==> config.mk <==
export PLATFORM = sky130hd
export DESIGN_NAME = mem_port_ctrl_flat
export DESIGN_NICKNAME = d
export VERILOG_FILES = /design/src/rtl/mem_port_ctrl_pkg.sv /design/src/rtl/mem_port_ctrl_if.sv /design/src/rtl/mem_rd_pipe.sv /design/src/rtl/mem_port_ctrl.sv /design/src/flat_wrapper.sv
export SDC_FILE = /design/constraint.sdc
export NUM_CORES = 1
export LEC_CHECK = 0
export ABC_CLOCK_PERIOD_IN_PS = 4800
export CORE_MARGIN = 3
export CORE_UTILIZATION = 55
export DETAILED_ROUTE_END_ITERATION = 7
export DONT_BUFFER_PORTS = 1
export PLACE_DENSITY = 0.7
export SLEW_MARGIN = 20
export SYNTH_ARGS = -nofsm -noshare
export SYNTH_HDL_FRONTEND = slang
export SYNTH_HIERARCHICAL = 1
export SYNTH_SLANG_ARGS = --single-unit
==> constraint.sdc <==
create_clock -name clk -period 4.8 [get_ports clk]
set_input_delay 0.48 -clock clk [delete_from_list [all_inputs] [get_ports clk]]
set_output_delay 0.48 -clock clk [all_outputs]
set_load 0.02 [all_outputs]
==> src/rtl/mem_port_ctrl_pkg.sv <==
// Shared definitions for the Phaethon RAM-side memory port controller:
// FSM state encoding, sticky error bit positions and the default fill word.
package mem_port_ctrl_pkg;

    typedef enum logic [1:0] {
        BOOT    = 2'd0,
        IDLE    = 2'd1,
        RD_WAIT = 2'd2,
        ACK     = 2'd3
    } ctrlState_t;

    localparam int ERR_MISALIGN = 0;
    localparam int ERR_RANGE    = 1;
    localparam int ERR_BUSY     = 2;
    localparam int ERR_BOTH     = 3;

    localparam logic [31:0] DEFAULT_BAD_DATA = 32'hDEADBEEF;

endpackage

==> src/rtl/mem_port_ctrl_if.sv <==
// CPU-side request/acknowledge bus between the core (master) and the
// RAM-side controller (slave).
interface mem_port_ctrl_if;
    logic [31:0] cpu_addr;
    logic [31:0] cpu_wdata;
    logic        cpu_read_req;
    logic        cpu_write_req;
    logic [31:0] cpu_rdata;
    logic        cpu_read_ack;
    logic        cpu_write_ack;

    modport master (
        output cpu_addr, cpu_wdata, cpu_read_req, cpu_write_req,
        input  cpu_rdata, cpu_read_ack, cpu_write_ack
    );

    modport slave (
        input  cpu_addr, cpu_wdata, cpu_read_req, cpu_write_req,
        output cpu_rdata, cpu_read_ack, cpu_write_ack
    );
endinterface

==> src/rtl/mem_rd_pipe.sv <==
// Read-ack timing pipe: a READ_LATENCY-deep shift register carrying a
// read-valid flag and its out-of-range tag alongside the SRAM read data.
module mem_rd_pipe #(
    parameter int READ_LATENCY = 1
) (
    input  logic clk,
    input  logic reset,
    input  logic inValid,
    input  logic inOor,
    output logic outValid,
    output logic outOor
);
    logic [READ_LATENCY-1:0] validReg;
    logic [READ_LATENCY-1:0] oorReg;
    logic [READ_LATENCY-1:0] validNext;
    logic [READ_LATENCY-1:0] oorNext;

    genvar gi;
    generate
        for (gi = 0; gi < READ_LATENCY; gi++) begin : gStage
            if (gi == 0) begin : gHead
                assign validNext[gi] = inValid;
                assign oorNext[gi]   = inOor;
            end else begin : gBody
                assign validNext[gi] = validReg[gi-1];
                assign oorNext[gi]   = oorReg[gi-1];
            end
        end
    endgenerate

    // Advance every stage by one each edge; reset empties the pipe.
    always_ff @(posedge clk or posedge reset) begin
        if (reset) begin
            validReg <= '0;
            oorReg   <= '0;
        end else begin
            validReg <= validNext;
            oorReg   <= oorNext;
        end
    end

    assign outValid = validReg[READ_LATENCY-1];
    assign outOor   = oorReg[READ_LATENCY-1];
endmodule

==> src/rtl/mem_port_ctrl.sv <==
// RAM-side partner of the core memory port: boot loader fill, then
// single-outstanding read/write service against a synchronous word SRAM.
module mem_port_ctrl
    import mem_port_ctrl_pkg::*;
#(
    parameter int          AW           = 12,
    parameter int          READ_LATENCY = 1,
    parameter logic [31:0] BAD_DATA     = DEFAULT_BAD_DATA
) (
    input  logic          clk,
    input  logic          reset,
    mem_port_ctrl_if.slave cpu,
    input  logic          ld_valid,
    input  logic [31:0]   ld_data,
    input  logic          ld_last,
    output logic          ld_ready,
    output logic          boot_done,
    output logic          mem_en,
    output logic          mem_we,
    output logic [AW-1:0] mem_addr,
    output logic [31:0]   mem_wdata,
    input  logic [31:0]   mem_rdata,
    output logic [3:0]    err_status
);
    ctrlState_t    stateReg, stateNext;
    logic [AW-1:0] ptrReg, ptrNext;
    logic          bootDoneReg, bootDoneNext;
    logic          memEnReg, memEnNext;
    logic          memWeReg, memWeNext;
    logic [AW-1:0] memAddrReg, memAddrNext;
    logic [31:0]   memWdataReg, memWdataNext;
    logic [31:0]   rdataReg, rdataNext;
    logic          readAckReg, readAckNext;
    logic          writeAckReg, writeAckNext;
    logic [3:0]    errReg, errNext;
    logic          readIssueReg, readIssueNext;
    logic          readOorReg, readOorNext;

    logic          anyReq;
    logic          misaligned;
    logic          inRange;
    logic [AW-1:0] wordIdx;
    logic          pipeValid;
    logic          pipeOor;

    assign anyReq     = cpu.cpu_read_req | cpu.cpu_write_req;
    assign misaligned = |cpu.cpu_addr[1:0];
    assign inRange    = (cpu.cpu_addr[31:AW+2] == '0);
    assign wordIdx    = cpu.cpu_addr[AW+1:2];

    // The pipe is loaded on the edge where the SRAM samples the read, so its
    // output lines up with the edge at which mem_rdata is valid.
    mem_rd_pipe #(.READ_LATENCY(READ_LATENCY)) rdPipe (
        .clk      (clk),
        .reset    (reset),
        .inValid  (readIssueReg),
        .inOor    (readOorReg),
        .outValid (pipeValid),
        .outOor   (pipeOor)
    );

    // State and registered outputs; reset drops any operation in flight.
    always_ff @(posedge clk or posedge reset) begin
        if (reset) begin
            stateReg     <= BOOT;
            ptrReg       <= '0;
            bootDoneReg  <= 1'b0;
            memEnReg     <= 1'b0;
            memWeReg     <= 1'b0;
            memAddrReg   <= '0;
            memWdataReg  <= '0;
            rdataReg     <= '0;
            readAckReg   <= 1'b0;
            writeAckReg  <= 1'b0;
            errReg       <= '0;
            readIssueReg <= 1'b0;
            readOorReg   <= 1'b0;
        end else begin
            stateReg     <= stateNext;
            ptrReg       <= ptrNext;
            bootDoneReg  <= bootDoneNext;
            memEnReg     <= memEnNext;
            memWeReg     <= memWeNext;
            memAddrReg   <= memAddrNext;
            memWdataReg  <= memWdataNext;
            rdataReg     <= rdataNext;
            readAckReg   <= readAckNext;
            writeAckReg  <= writeAckNext;
            errReg       <= errNext;
            readIssueReg <= readIssueNext;
            readOorReg   <= readOorNext;
        end
    end

    // Next-state selection.
    always_comb begin
        stateNext = stateReg;
        case (stateReg)
            BOOT:    if (ld_valid && (ld_last || ptrReg == '1)) stateNext = IDLE;
            IDLE:    if (cpu.cpu_write_req) stateNext = ACK;
                     else if (cpu.cpu_read_req) stateNext = RD_WAIT;
            RD_WAIT: if (pipeValid) stateNext = ACK;
            ACK:     if (readAckReg || writeAckReg) stateNext = IDLE;
            default: stateNext = IDLE;
        endcase
    end

    // Datapath and output values for the next edge.
    always_comb begin
        ptrNext       = ptrReg;
        bootDoneNext  = bootDoneReg;
        memEnNext     = 1'b0;
        memWeNext     = 1'b0;
        memAddrNext   = memAddrReg;
        memWdataNext  = memWdataReg;
        rdataNext     = rdataReg;
        readAckNext   = 1'b0;
        writeAckNext  = 1'b0;
        errNext       = errReg;
        readIssueNext = 1'b0;
        readOorNext   = readOorReg;
        case (stateReg)
            BOOT: begin
                if (anyReq) errNext[ERR_BUSY] = 1'b1;
                if (ld_valid) begin
                    memEnNext    = 1'b1;
                    memWeNext    = 1'b1;
                    memAddrNext  = ptrReg;
                    memWdataNext = ld_data;
                    ptrNext      = ptrReg + AW'(1);
                    if (ld_last || ptrReg == '1) bootDoneNext = 1'b1;
                end
            end
            IDLE: begin
                if (anyReq) begin
                    if (misaligned) errNext[ERR_MISALIGN] = 1'b1;
                    if (!inRange)   errNext[ERR_RANGE]    = 1'b1;
                    memAddrNext = wordIdx;
                end
                if (cpu.cpu_write_req) begin
                    // Out-of-range writes are acknowledged but never reach the SRAM.
                    if (cpu.cpu_read_req) errNext[ERR_BOTH] = 1'b1;
                    memEnNext    = inRange;
                    memWeNext    = inRange;
                    memWdataNext = cpu.cpu_wdata;
                end else if (cpu.cpu_read_req) begin
                    memEnNext     = 1'b1;
                    readIssueNext = 1'b1;
                    readOorNext   = !inRange;
                end
            end
            RD_WAIT: begin
                if (anyReq) errNext[ERR_BUSY] = 1'b1;
                if (pipeValid) begin
                    rdataNext   = pipeOor ? BAD_DATA : mem_rdata;
                    readAckNext = 1'b1;
                end
            end
            ACK: begin
                if (anyReq) errNext[ERR_BUSY] = 1'b1;
                // Entered from a write with no ack yet: raise it for one cycle.
                if (!(readAckReg || writeAckReg)) writeAckNext = 1'b1;
            end
            default: ;
        endcase
    end

    assign ld_ready          = (stateReg == BOOT) && !reset;
    assign boot_done         = bootDoneReg;
    assign mem_en            = memEnReg;
    assign mem_we            = memWeReg;
    assign mem_addr          = memAddrReg;
    assign mem_wdata         = memWdataReg;
    assign err_status        = errReg;
    assign cpu.cpu_rdata     = rdataReg;
    assign cpu.cpu_read_ack  = readAckReg;
    assign cpu.cpu_write_ack = writeAckReg;
endmodule

==> src/flat_wrapper.sv <==
// flat-port wrapper written by rule: the top's interface ports become plain ports
module mem_port_ctrl_flat import mem_port_ctrl_pkg::*;
#(
    parameter int          AW           = 12,
    parameter int          READ_LATENCY = 1,
    parameter logic [31:0] BAD_DATA     = DEFAULT_BAD_DATA
)
  (clk, reset, ld_valid, ld_data, ld_last, ld_ready, boot_done, mem_en, mem_we, mem_addr, mem_wdata, mem_rdata, err_status, cpu_cpu_addr, cpu_cpu_wdata, cpu_cpu_read_req, cpu_cpu_write_req, cpu_cpu_rdata, cpu_cpu_read_ack, cpu_cpu_write_ack);
  mem_port_ctrl_if cpu_i ();
  input  logic clk;
  input  logic reset;
  input  logic ld_valid;
  input  logic [31:0] ld_data;
  input  logic ld_last;
  output logic ld_ready;
  output logic boot_done;
  output logic mem_en;
  output logic mem_we;
  output logic [AW-1:0] mem_addr;
  output logic [31:0] mem_wdata;
  input  logic [31:0] mem_rdata;
  output logic [3:0] err_status;
  input wire logic [$bits(cpu_i.cpu_addr)-1:0] cpu_cpu_addr;
  input wire logic [$bits(cpu_i.cpu_wdata)-1:0] cpu_cpu_wdata;
  input wire logic [$bits(cpu_i.cpu_read_req)-1:0] cpu_cpu_read_req;
  input wire logic [$bits(cpu_i.cpu_write_req)-1:0] cpu_cpu_write_req;
  output wire logic [$bits(cpu_i.cpu_rdata)-1:0] cpu_cpu_rdata;
  output wire logic [$bits(cpu_i.cpu_read_ack)-1:0] cpu_cpu_read_ack;
  output wire logic [$bits(cpu_i.cpu_write_ack)-1:0] cpu_cpu_write_ack;
  assign cpu_i.cpu_addr = cpu_cpu_addr;
  assign cpu_i.cpu_wdata = cpu_cpu_wdata;
  assign cpu_i.cpu_read_req = cpu_cpu_read_req;
  assign cpu_i.cpu_write_req = cpu_cpu_write_req;
  assign cpu_cpu_rdata = cpu_i.cpu_rdata;
  assign cpu_cpu_read_ack = cpu_i.cpu_read_ack;
  assign cpu_cpu_write_ack = cpu_i.cpu_write_ack;
  mem_port_ctrl #(.AW(AW), .READ_LATENCY(READ_LATENCY), .BAD_DATA(BAD_DATA)) u_core (.clk(clk), .reset(reset), .cpu(cpu_i), .ld_valid(ld_valid), .ld_data(ld_data), .ld_last(ld_last), .ld_ready(ld_ready), .boot_done(boot_done), .mem_en(mem_en), .mem_we(mem_we), .mem_addr(mem_addr), .mem_wdata(mem_wdata), .mem_rdata(mem_rdata), .err_status(err_status));
endmodule
==> summary.md <==
| Metric | Value |
|---|---|
| Status | finished, final reports clean |
| FF+latch count, synth | between 100 and 150 |
| Number of routed nets with antenna violations | 0 |
| I/O Buffers | 0 |
| Drt initial violations | a little over 90 |
| Post-CTS sizing | 0 |
| CP peak stage delay | 0.78 ns |
| Final Routed Wirelength | slightly below 10 mm |
| Fraction of layout cells with a size suffix above 1 | under 10% |
| Clock power share | about 16% |
| Crit share post-route | 51.3% |
| Sequential share of the synthesized area | 57.1% |
| Seq pwr share | between 50% and 60% |
| Clk sink count | 103 |
| Die area | 0.00933 mm² |
| Ys Warns | 6 |
| Ant diodes | 0 |
| GRT overflow | 0 |
| NetSw | about 1.5 mW |
| Worst-path cell chain | inv_1, ha_2, nor2b_1, or2_2, o21ai_0 |
| # Post-CTS Setup Buffers | 0 |
| Final min period | 2.46 ns |
| Die width | between 90 and 100 µm |
| DRC Markers | 0 |
| Arrival @ worst endpoint | approximately 2.6 ns |
| CP endpoint kind | flip-flop |
| Min-delay src | cpu_cpu_write_req |
| Htree depth | 3 |
| RSZ-0062 raised after global routing | no |
| Fin Clk Skew | about 0.0094 ns |
| Area delta synth->final | 5.62% |
| Worst vdd ir | 0.415 mV |
| Pin count of the biggest net entering global routing | 77 |
| Pleak | roughly 2.2 nW |
| Syn Inst Count | 442 |
| Root Driver | clkbuf_8 |
| Placement row count | 32 |
| Via density | approximately 5.6 |
| Critical path origin | u_core/stateReg[1] |
| Worst-Skew Late Latency | roughly 0.35 ns |
| Antenna violations before repair | 0 |
| Worst Setup Start Kind | flip-flop |
| Via Count | 3,013 |
| Mapped Nets | 582 |
| Wire per inst | ~18 µm |
| Number of global-route vias before repair | 3,115 |
| Combinational share of power | 27.4% |
| Clock buffer depth | 2 |
| Initial Util | between 50% and 60% |
| Total CTS buffers | 9 |
| Final Hold Vio Count | 0 |
| Distinct cells, synth | 33 |
| Worst Tran Pin Value | 0.986 ns |
| Required time worst endpoint | ~5.0 ns |
| Critical path's slowest cell | or2_2 |
| CTS tree | yes |
| GRT Util Overall | 21.0% |
| Setup TNS | 0 ns |
| TritonRoute pass-1 iters | 4 |
| Core area | 0.00785 mm² |
| Synth Area per Inst | 10.2 µm² |
| Most common cell after layout, fill and taps aside | dfrtp_1 |
| Post-Synthesis Cell Area | between 0.004 and 0.005 mm² |
| Clock transition at the registers of the reported paths | about 0.090 ns |
| Die Ht | between 90 and 100 µm |
| Fmax | a little over 400 MHz |
| Reg2Reg Launch Point | u_core/stateReg[1] |
| Kind of critical path | flip-flop to flip-flop |
| Finish-stage setup viols | 0 |
| Worst slew margin | around 34% |
| Post-DP HPWL | approximately 7.3 mm |
| IO Pins | 220 |
| Final net count | 570 |
| Internal | about 1.9 mW |
| Hold Crit Class | primary input to flip-flop |
| Final Core Density | 60.8% |
| CP Max Fanout | 64 |
| Count of final max-slew check failures | 0 |
| Switching share of power | 44.7% |
| Max Cap Viol | 0 |
| Filler cell count | about 660 |
| First-pass GRT wire length | around 16 mm |
| P per Cell Area | ~720 mW/mm² |
| Gpl congestion | 0.801 |
| Commonest cells after routing, fill and taps aside | dfrtp_1 (103), nand2_1 (86), o21ai_0 (63) |
-- final timing paths --
kind	slack (ns)	cells after the start	end
max	2.34	5	u_core/mem_wdata[16]
min	0.28	1	u_core/err_status[3]
max reg2reg	2.34	5	u_core/mem_wdata[16]
min reg2reg	0.36	0	u_core/rdPipe/outValid
max in group asynchronous	2.94	3	u_core/mem_wdata[12]
min in group asynchronous	0.51	2	u_core/rdPipe/outOor
-- logic make-up after synthesis --
kind of cell / Yosys count / synth area share [%]
simple gates: 154 / 15.0
flops: 103 / 57.1
compound gates: 87 / 10.3
mux: 48 / 10.7
buf+inv: 33 / 3.10
xor+xnor: 11 / 2.13
fa+ha+maj: 6 / 1.66
-- through the flow --
step	area, µm²	power (mW)	hold WS, ns	cells	setup slack, ns
after CTS	4770	3.46	0.263	537	2.35
after floorplan	4520	2.68	0.221	442	1.67
after global placement	4550	2.84	0.226	520	2.45
after detailed placement	4550	2.90	0.227	520	2.36
final	4770	3.42	0.285	537	2.34
after global routing	4770	3.68	0.261	537	2.10
-- critical path, delay by kind of cell (launching register included) --
kind / cells / cell delay, ns
buf+inv: 1 / 0.12
simple gates: 2 / 1.01
flops: 1 / 0.42
fa+ha+maj: 1 / 0.50
compound gates: 1 / 0.23
-- layout make-up --
cell class / instances / area [µm²] / area share (%)
Sequential cell: 103 / 2580 / 54.0
Clock buffer: 12 / 155 / 3.25
Timing Repair Buffer: 3 / 25.0 / 0.525
Clock inverter: 4 / 52.6 / 1.10
Inverter: 7 / 28.8 / 0.603
Tap cell: 102 / 128 / 2.68
Multi-Input combinational cell: 306 / 1800 / 37.8
-- sequential cells by signal, summed over array words and instances (netlist names) --
| name | flops |
|---|---|
| u_core/rdPipe/outValid | 1 |
| u_core/mem_addr | 12 |
| u_core/readOorReg | 1 |
| u_core/mem_we | 1 |
| u_core/ptrReg | 12 |
| u_core/cpu.cpu_rdata | 32 |
| u_core/mem_en | 1 |
| u_core/cpu.cpu_write_ack | 1 |
| u_core/readIssueReg | 1 |
| u_core/rdPipe/outOor | 1 |
| u_core/boot_done | 1 |
| u_core/stateReg | 2 |
| u_core/cpu.cpu_read_ack | 1 |
| u_core/err_status | 4 |
| u_core/mem_wdata | 32 |
-- synth_stat cells --
master     count  area (µm²)
dfrtp_1      103        2580
nand2_1       87         327
o21ai_0       63         315
mux2i_1       46         460
nor2_1        30         113
o21ai_1       17        85.1
clkbuf_1      14        52.6
buf_2         10        50.1
xnor2_1       10        87.6
nand2b_1       9        56.3
inv_1          7        26.3
ha_1           6        75.1
nand3_1        6        30.0
o21bai_1       4        30.0
nand4_1        3        18.8
nor2b_1        3        18.8
nor3_1         3        15.0
nor4_1         3        18.8
and3_1         2        12.5
nor3b_1        2        15.0
or2_1          2        12.5
a2111oi_2      1        15.0
a31o_2         1        8.76
and3b_1        1        8.76
and4_1         1        8.76
buf_1          1        3.75
buf_4          1        7.51
mux2_1         1        11.3
mux2_2         1        11.3
o211ai_2       1        12.5
or3_4          1        11.3
or4_4          1        11.3
xor2_1         1        8.76
-- timing repair --
action / in CTS / in global routing
setup endpoints to repair: 0 / 0
endpoints found under the hold margin: 27 / 0
hold buffers: 1 / 0
-- routing by layer --
metal  vias up  part of all wire [%]  track usage [%]
met5         -                     0                0
met4         0                  0.84             6.26
met3         7                   8.2             6.20
met2       136                    47             33.0
met1      1416                    43             28.5
li1       1454                     -                -
-- power groups by stage --
stage	Sequential, mW	Clock, mW	Combinational [mW]
floorplan	1.82	0	0.855
global placement	1.94	0	0.897
detailed placement	1.95	0	0.955
CTS	1.94	0.573	0.946
global route	1.98	0.610	1.09
finish	1.93	0.554	0.939
No activity file was read; power rests on OpenSTA's default activity.
